$ cat src/rtl/iir_cap_pkg.sv
// Shared types and default parameters for the IIR output capture block.
package iir_cap_pkg;

  localparam int W_DEF         = 8;
  localparam int DEPTH_DEF     = 16;
  localparam int FRAME_LEN_DEF = 64;

  typedef enum logic [1:0] {
    ST_IDLE,
    ST_CAPTURE,
    ST_DONE
  } cap_state_e;

endpackage

$ cat src/rtl/sync_fifo.sv
// Single-clock FIFO with a registered read port and registered status flags.
module sync_fifo #(
  parameter int W     = 8,
  parameter int DEPTH = 16
) (
  input  logic                       clk,
  input  logic                       rst,
  input  logic                       wr_en,
  input  logic [W-1:0]               wr_data,
  input  logic                       rd_req,
  output logic                       rd_en,
  output logic [W-1:0]               dout,
  output logic                       vout,
  output logic [$clog2(DEPTH):0]     level,
  output logic                       full,
  output logic                       empty
);

  localparam int AW = $clog2(DEPTH);
  localparam int LW = AW + 1;

  logic [W-1:0]  mem [DEPTH];
  logic [AW-1:0] wr_ptr;
  logic [AW-1:0] rd_ptr;
  logic [LW-1:0] level_nxt;
  logic          wr_ok;

  // Reads never bypass: an empty FIFO ignores rd_req even if a write lands now.
  assign rd_en = rd_req && !empty;
  assign wr_ok = wr_en && (!full || rd_en);

  always_comb begin
    level_nxt = level;
    case ({wr_ok, rd_en})
      2'b10:   level_nxt = level + LW'(1);
      2'b01:   level_nxt = level - LW'(1);
      default: level_nxt = level;
    endcase
  end

  always_ff @(posedge clk) begin
    if (wr_ok) mem[wr_ptr] <= wr_data;
  end

  always_ff @(posedge clk) begin
    if (rst) begin
      wr_ptr <= '0;
      rd_ptr <= '0;
      level  <= '0;
      full   <= 1'b0;
      empty  <= 1'b1;
      dout   <= '0;
      vout   <= 1'b0;
    end else begin
      if (wr_ok) wr_ptr <= wr_ptr + AW'(1);
      if (rd_en) begin
        rd_ptr <= rd_ptr + AW'(1);
        dout   <= mem[rd_ptr];
      end
      vout  <= rd_en;
      level <= level_nxt;
      full  <= (level_nxt == LW'(DEPTH));
      empty <= (level_nxt == '0);
    end
  end

endmodule

$ cat src/rtl/iir_stream_capture.sv
// Captures a frame of filter output samples into a FIFO with count, checksum and overflow tracking.
//   state      | meaning
//   ST_IDLE    | waiting for capt_en; samples ignored
//   ST_CAPTURE | accepting samples until frame length or capt_en drops
//   ST_DONE    | frame complete; samples ignored until capt_en drops
module iir_stream_capture
  import iir_cap_pkg::*;
#(
  parameter int W         = W_DEF,
  parameter int DEPTH     = DEPTH_DEF,
  parameter int FRAME_LEN = FRAME_LEN_DEF
) (
  input  logic                   clk,
  input  logic                   rst,
  input  logic                   vin,
  input  logic [W-1:0]           din,
  input  logic                   capt_en,
  input  logic                   rd_req,
  output logic [W-1:0]           dout,
  output logic                   vout,
  output logic                   full,
  output logic                   empty,
  output logic [$clog2(DEPTH):0] level,
  output logic [15:0]            count,
  output logic [15:0]            chksum,
  output logic                   ovf,
  output logic                   done
);

  cap_state_e  state, state_nxt;
  logic        rd_en;
  logic        capturing;
  logic        accept;
  logic        drop;
  logic [15:0] count_inc;
  logic        frame_last;

  assign capturing  = (state == ST_CAPTURE) && capt_en;
  assign accept     = capturing && vin && (!full || rd_en);
  assign drop       = capturing && vin && full && !rd_en;
  assign count_inc  = count + 16'd1;
  assign frame_last = accept && (count_inc == 16'(FRAME_LEN));
  assign done       = (state == ST_DONE);

  sync_fifo #(.W(W), .DEPTH(DEPTH)) u_fifo (
    .clk     (clk),
    .rst     (rst),
    .wr_en   (accept),
    .wr_data (din),
    .rd_req  (rd_req),
    .rd_en   (rd_en),
    .dout    (dout),
    .vout    (vout),
    .level   (level),
    .full    (full),
    .empty   (empty)
  );

  always_comb begin
    state_nxt = state;
    case (state)
      ST_IDLE:    if (capt_en) state_nxt = ST_CAPTURE;
      ST_CAPTURE: begin
        if (!capt_en)        state_nxt = ST_IDLE;
        else if (frame_last) state_nxt = ST_DONE;
      end
      ST_DONE:    if (!capt_en) state_nxt = ST_IDLE;
      default:    state_nxt = ST_IDLE;
    endcase
  end

  always_ff @(posedge clk) begin
    if (rst) state <= ST_IDLE;
    else     state <= state_nxt;
  end

  always_ff @(posedge clk) begin
    if (rst) begin
      count  <= '0;
      chksum <= '0;
      ovf    <= 1'b0;
    end else if (state == ST_IDLE && capt_en) begin
      count  <= '0;
      chksum <= '0;
      ovf    <= 1'b0;
    end else begin
      if (accept) begin
        count  <= count_inc;
        chksum <= chksum + 16'(din);
      end
      if (drop) ovf <= 1'b1;
    end
  end

endmodule

$ cat config.mk
export PLATFORM = sky130hd
export DESIGN_NAME = iir_stream_capture
export DESIGN_NICKNAME = d
export VERILOG_FILES = /design/src/rtl/iir_cap_pkg.sv /design/src/rtl/sync_fifo.sv /design/src/rtl/iir_stream_capture.sv
export SDC_FILE = /design/constraint.sdc
export NUM_CORES = 1
export LEC_CHECK = 0
export ABC_AREA = 1
export BUFFER_PORTS_ARGS = -buffer_cell sky130_fd_sc_hd__buf_2
export CAP_MARGIN = 20
export CORE_MARGIN = 4
export CORE_UTILIZATION = 54
export CTS_CLUSTER_DIAMETER = 120
export DETAILED_ROUTE_END_ITERATION = 16
export PLACE_DENSITY = 0.76
export SETUP_SLACK_MARGIN = 0.4
export SYNTH_ARGS = -nofsm -noshare
export SYNTH_HDL_FRONTEND = slang
export SYNTH_HIERARCHICAL = 1
export SYNTH_SLANG_ARGS = --single-unit
$ cat constraint.sdc
create_clock -name clk -period 3.4 [get_ports clk]
set_clock_uncertainty 0.05 [all_clocks]
set_input_delay 0.68 -clock clk [delete_from_list [all_inputs] [get_ports clk]]
set_output_delay 0.68 -clock clk [all_outputs]
set_load 0.03 [all_outputs]
== Word level (Yosys, flattened, before mapping) ==
Memory sizes are Yosys's and may differ from the RTL's. A register that Yosys moved wholly into a read port is not among the register bits.
Cells that the tools add are included.

* Flip-flop bits (word level): 51
* RAM bits: 128
* Output and inout port bits: 50
* Input port bits: 13
* Memories: 1

* Mux-type cells: 8
* Add/subtract/negate cells: 6
* Eq/ne operators: 9
* Reductions and logical operators: 17

{| class="wikitable"
|+ Memory list
! memory !! words !! width !! read ports !! clocked after Yosys merged registers in !! write ports !! RTL line !! text
|-
| u_fifo.mem || 16 || 8 || 1 || 1 || 1 || sync_fifo.sv:22 || <nowiki>logic [W-1:0] mem [DEPTH];</nowiki>
|}

{| class="wikitable"
|+ Operator list
! kind !! number
|-
| $add 16x1->16 const B || 1
|-
| $add 16x8->16 || 1
|-
| $eq 16x7->1 const B || 1
|-
| $pmux 5 s2 || 1
|-
| $logic_and 1x1->1 || 9
|-
| $add 4x1->4 const B || 2
|-
| $mux 2 || 4
|-
| $pmux 2 s3 || 1
|-
| $add 5x1->5 const B || 1
|-
| $eq 5x5->1 const B || 1
|-
| $logic_not 5->1 || 1
|-
| $sub 5x1->5 const B || 1
|-
| $eq 2x1->1 const B || 2
|-
| $eq 2x2->1 const B || 2
|-
| $ne 2x2->1 const B || 2
|-
| $logic_not 1->1 || 3
|-
| $ne 3x3->1 const B || 1
|-
| $reduce_and 3->1 || 1
|-
| $logic_not 2->1 || 1
|-
| $mux 1 || 2
|-
| $reduce_or 2->1 || 1
|-
| $logic_or 1x1->1 || 1
|}

== Depth between registers and ports, before layout ==
* Depth in word-level cells: 8
* Gate-level depth with buffers: 24

== Hierarchy ==
Netlist, hierarchy kept.

{| class="wikitable"
|+ By module, submodules not included
! module !! times used !! area an instance (um2) !! seq. area each (um2) !! cells an instance
|-
| sync_fifo || 1 || 6387.4 || 4324.1 || 593
|-
| iir_stream_capture || 1 || 2214.6 || 700.7 || 331
|}

== Least setup slack after synthesis ==
No wires, ideal clock.

* Path type: input port to flip-flop
* Start point: in rd_req
* End point: reg u_fifo.empty
* Setup slack: 0.074 ns
* Setup time: 0.068 ns
* Stages: 20
* Data arrival time: 3.207 ns
* Path buffers: 3
* Path through: inv_1 -> nor2_2 -> buf_1 -> inv_1 -> nand2_1 -> nand2_1 -> inv_2 -> buf_4 -> buf_4 -> nand2_2 -> ha_1 -> nand2_1 -> inv_1 -> nor2_1 -> ha_1 -> o21ai_0 -> nand2_1 -> nor2_1 -> nand3_1 -> o21bai_2

* Word-level cells in the longest chain between the ends: 7
* Elaborated cells on any way between the ends: 8

{| class="wikitable"
|+ RTL lines
! item !! RTL line !! text
|-
| start: declaration || iir_stream_capture.sv:18 || <nowiki>input logic rd_req,</nowiki>
|-
| $logic_and 1x1->1 * || sync_fifo.sv:29 || <nowiki>assign rd_en = rd_req && !empty;</nowiki>
|-
| named net rd_en || iir_stream_capture.sv:31 || <nowiki>logic rd_en;</nowiki>
|-
| $logic_or 1x1->1 * || iir_stream_capture.sv:39 || <nowiki>assign accept = capturing && vin && (!full || rd_en);</nowiki>
|-
| $logic_and 1x1->1 * || iir_stream_capture.sv:39 ||
|-
| named net accept || iir_stream_capture.sv:33 || <nowiki>logic accept;</nowiki>
|-
| $logic_and 1x1->1 * || sync_fifo.sv:30 || <nowiki>assign wr_ok = wr_en && (!full || rd_en);</nowiki>
|-
| $eq 2x1->1 or $eq 2x2->1 (tied branches) || sync_fifo.sv:34 || <nowiki>case ({wr_ok, rd_en})</nowiki>
|-
| $pmux 5 s2 * || sync_fifo.sv:34 ||
|-
| $logic_not 5->1 * || sync_fifo.sv:63 || <nowiki>empty <= (level_nxt == '0);</nowiki>
|-
| end signal: assignment || sync_fifo.sv:63 ||
|-
| end: declaration || sync_fifo.sv:16 || <nowiki>output logic empty</nowiki>
|}

The timed path passes the listed nets; every way through them passes the cells marked *.
A chain may end at the register's enable or synchronous reset.

== Worst setup path after layout ==
* Start point: in rd_req
* End point: reg u_fifo.empty

* Word-level cells in the longest chain between the ends: 7
* Elaborated cells on any way between the ends: 8

{| class="wikitable"
|+ RTL lines
! item !! RTL line
|-
| $logic_and 1x1->1 * || sync_fifo.sv:29
|-
| named net rd_en || iir_stream_capture.sv:31
|-
| $logic_or 1x1->1 || sync_fifo.sv:30, iir_stream_capture.sv:39
|-
| $logic_and 1x1->1 || iir_stream_capture.sv:39
|-
| $logic_and 1x1->1 || sync_fifo.sv:30
|-
| $eq 2x1->1 or $eq 2x2->1 (tied branches) || sync_fifo.sv:34
|-
| $pmux 5 s2 * || sync_fifo.sv:34
|-
| $logic_not 5->1 * || sync_fifo.sv:63
|}

Marked as above.

==> run summary <==
status - completed
reg2reg path depth - 19
Hold Path End - u_fifo/dout[0]
IO Port Bufs - 62
setup violators final - 0
Iter 0 DRT Violations - 526
Slew HR - 0.508
Crit. End Element - register
met2 global-route usage - 0.336
Crit Reg-Reg Endpoint - u_fifo/empty
clk slew on worst S/H paths - 60 ps
CTS sink cnt - 187
max frequency - 418 MHz
commonest register cell after synthesis - edfxtp_1
clk buf depth - 2
post-synthesis register bit count - 187
diodes inserted - 0
Final GP Congestion - 0.876
die height - 134 um
Clk pwr share - 0.356
DP HPWL - 12600 um
asr flop ratio synth - 0
syn_nets - 955
Crit Path Class - input pin to register
Power Internal - 3.87 mW
Sequential Power Share - 0.470
Synth top area share - 0.447
largest net degree at the start of global routing - 67
GR Util met3 - 0.0611
antenna violations before repair - 0
Max Slew Vio Count - 0
Area contributors post-synth - edfxtp_1 45%, dfxtp_1 14%, nand2_1 12%
met1 Use GR - 0.282
Via density - 5.38
Mapped Cells - 924
row cnt - 45
Non-Filler Instances - 1212
Worst Tran Pin Value - 736 ps
grt ovf - 0
reg-to-reg setup timing slack - 1020 ps
vias in the first global route - 5927
final hold vios - 0
worst path arrival time - 2700 ps
setup ws final - 1010 ps
P_sw - 1.51 mW
sw frac - 0.280
Comb pwr share - 0.174
Core Area - 15400 um^2
pre-CTS WS - 602 ps
design area - 9660 um^2
# Post-CTS Setup Buffers - 0
MaxCap Viol Count - 0
GRT Resource Usage Total - 0.215
Syn Area/Cell - 9.31 um^2
Yosys cell types - 43
WL/cell - 15.6 um
Final ANT Viol Nets - 0
clock latency on the worst-skew pair - 430 ps
leading area contributor after synthesis - edfxtp_1
share of layout cells above drive strength 1 - 0.142
Hold Worst Slack - 446 ps
Max IR drop VDD - 0.000381 V
htree depth - 4
R2R Path Start - u_fifo/empty
Worst Min Path Start - u_fifo/dout[0]
P_leak - 3.95 nW
Die X - 134 um
Die ar. - 18000 um^2
crit start category - input pin
final core utilization - 0.626
number of remaining DRC errors - 0
hold_buf cts - 0
RSZ-0062 raised after global routing - false
vias - 6526
global route hottest layer - met2
hold depth - 2
initial core utilization - 0.558
Hold Path Class - register to register
minimum clock period - 2390 ps
global-route wire length before repair - 30000 um
placed inst area - 9090 um^2
mapped cell area - 8600 um^2
Tcrit/Tclk final - 0.703
power per cell area - 557 nW/um^2
Filler Cell Count - 1326
Seq/Total Area, Yosys - 0.584
Ys Warns - 6
Crit Path Max Fanout - 6
cts repair resizes - 0
Sum Neg Setup Slack - 0 ps
CTS Buf Count - 17
num ports - 63
CTS tree - done
placed instance count - 1180
number of synthesized flops with an enable pin - 128
nets - 1019
final WL - 18900 um
CP required - 3710 ps
area grow syn2layout - 12.2%
Power, Total - 5.38 mW
TritonRoute pass-1 iters - 5
clock tree root driver cell - clkbuf_16
## flip-flops by register name (all words and copies together) (netlist names)
signal,count
u_fifo/mem,128
count,16
u_fifo/rd_ptr,4
ovf,1
u_fifo/vout,1
u_fifo/level,5
u_fifo/wr_ptr,4
u_fifo/dout,8
u_fifo/empty,1
u_fifo/full,1
state,2
chksum,16
## Yosys cell counts (2+ instances only)
master    instances
nand2_1         267
nand3_1         138
edfxtp_1        128
inv_1            72
nor2_1           66
dfxtp_1          59
a21oi_1          26
o21ai_0          25
ha_1             17
buf_2            15
o211ai_1         15
buf_6            12
inv_2             9
nor2_2            9
nand4_1           7
o21ai_1           6
a31oi_1           5
clkbuf_1          5
xor2_1            5
buf_4             3
nand2_2           3
nand3_2           3
nor3_1            3
a211oi_1          2
clkinv_1          2
nand3b_1          2
nor2_4            2
o21bai_1          2
xnor2_1           2
## cell families (layout without fill, tap and decap cells)
family / Yosys count / after routing / share of synthesized area
xor gates and xnor gates: 8 / 8 / 0.00902
buffers and inverters: 120 / 197 / 0.0665
AOI/OAI and AO/OA: 87 / 87 / 0.0601
and+or+nand+nor: 504 / 504 / 0.253
adders and majority gates: 18 / 18 / 0.0271
DFF: 187 / 187 / 0.584
## layout by cell type, fill, tap and decap left out, drive strengths merged
cell	instances
nand2	270
nand3	141
edfxtp	128
buf	82
inv	81
nor2	77
dfxtp	59
o21ai	31
a21oi	27
clkbuf	25
ha	17
o211ai	15
nand4	7
a31oi	6
xor2	6
clkinv	6
nor3	4
o21bai	3
a211oi	2
xnor2	2
nand3b	2
bufinv	2
o211a	1
a21boi	1
nor4	1
o31ai	1
or2	1
fa	1
clkinvlp	1
nor3b	1
## power groups by stage
stage               clock network [mW]  logic, mW  registers [mW]
CTS                               1.95      0.933            2.53
global placement                     0      0.911            2.58
floorplan                            0      0.632            2.66
global route                      2.02       1.03            2.53
finish                            1.92      0.935            2.53
detailed placement                   0      0.926            2.58
## how the worst max path moves through the flow
stage | startpoint | to | slack (ps) | cells past startpoint
global placement | rd_req | u_fifo/full | 680 | 22
detailed placement | rd_req | u_fifo/empty | 600 | 21
CTS | state[1] | u_fifo/empty | 1020 | 19
floorplan | rd_req | u_fifo/full | 410 | 24
finish | rd_req | u_fifo/empty | 1010 | 21
global route | rd_req | u_fifo/empty | 670 | 21
## layer usage
metal	share of wire	vias to the layer above
li1	-	3232
met1	0.43	3030
met2	0.46	220
met3	0.076	44
met4	0.025	0
met5	0	-
## worst max-delay path, stage by stage
cell and delay (ps):
buf_2 70, inv_1 30, nor2_2 170, inv_1 80, nand2_1 80, nand2_2 60, inv_2 70, nand2_2 120
ha_4 210, nand2_1 70, inv_1 50, nor2_1 130, ha_1 160, inv_1 40, nand2_1 110, nand2_1 70
nand3_1 80, nand2_1 50, nor2_1 100, nand3_1 120, o21bai_2 130
## cell type report
cell class,count,area (um^2),share of cell area
Timing Repair Buffer,82,460,0.0477
Inverter,83,312,0.0323
Sequential cell,187,5030,0.521
Multi-Input combinational cell,617,3020,0.313
Clock inverter,7,93.8,0.00972
Clock buffer,25,475,0.0492
Tap cell,211,264,0.0273
No activity file was read; power rests on OpenSTA's default activity.
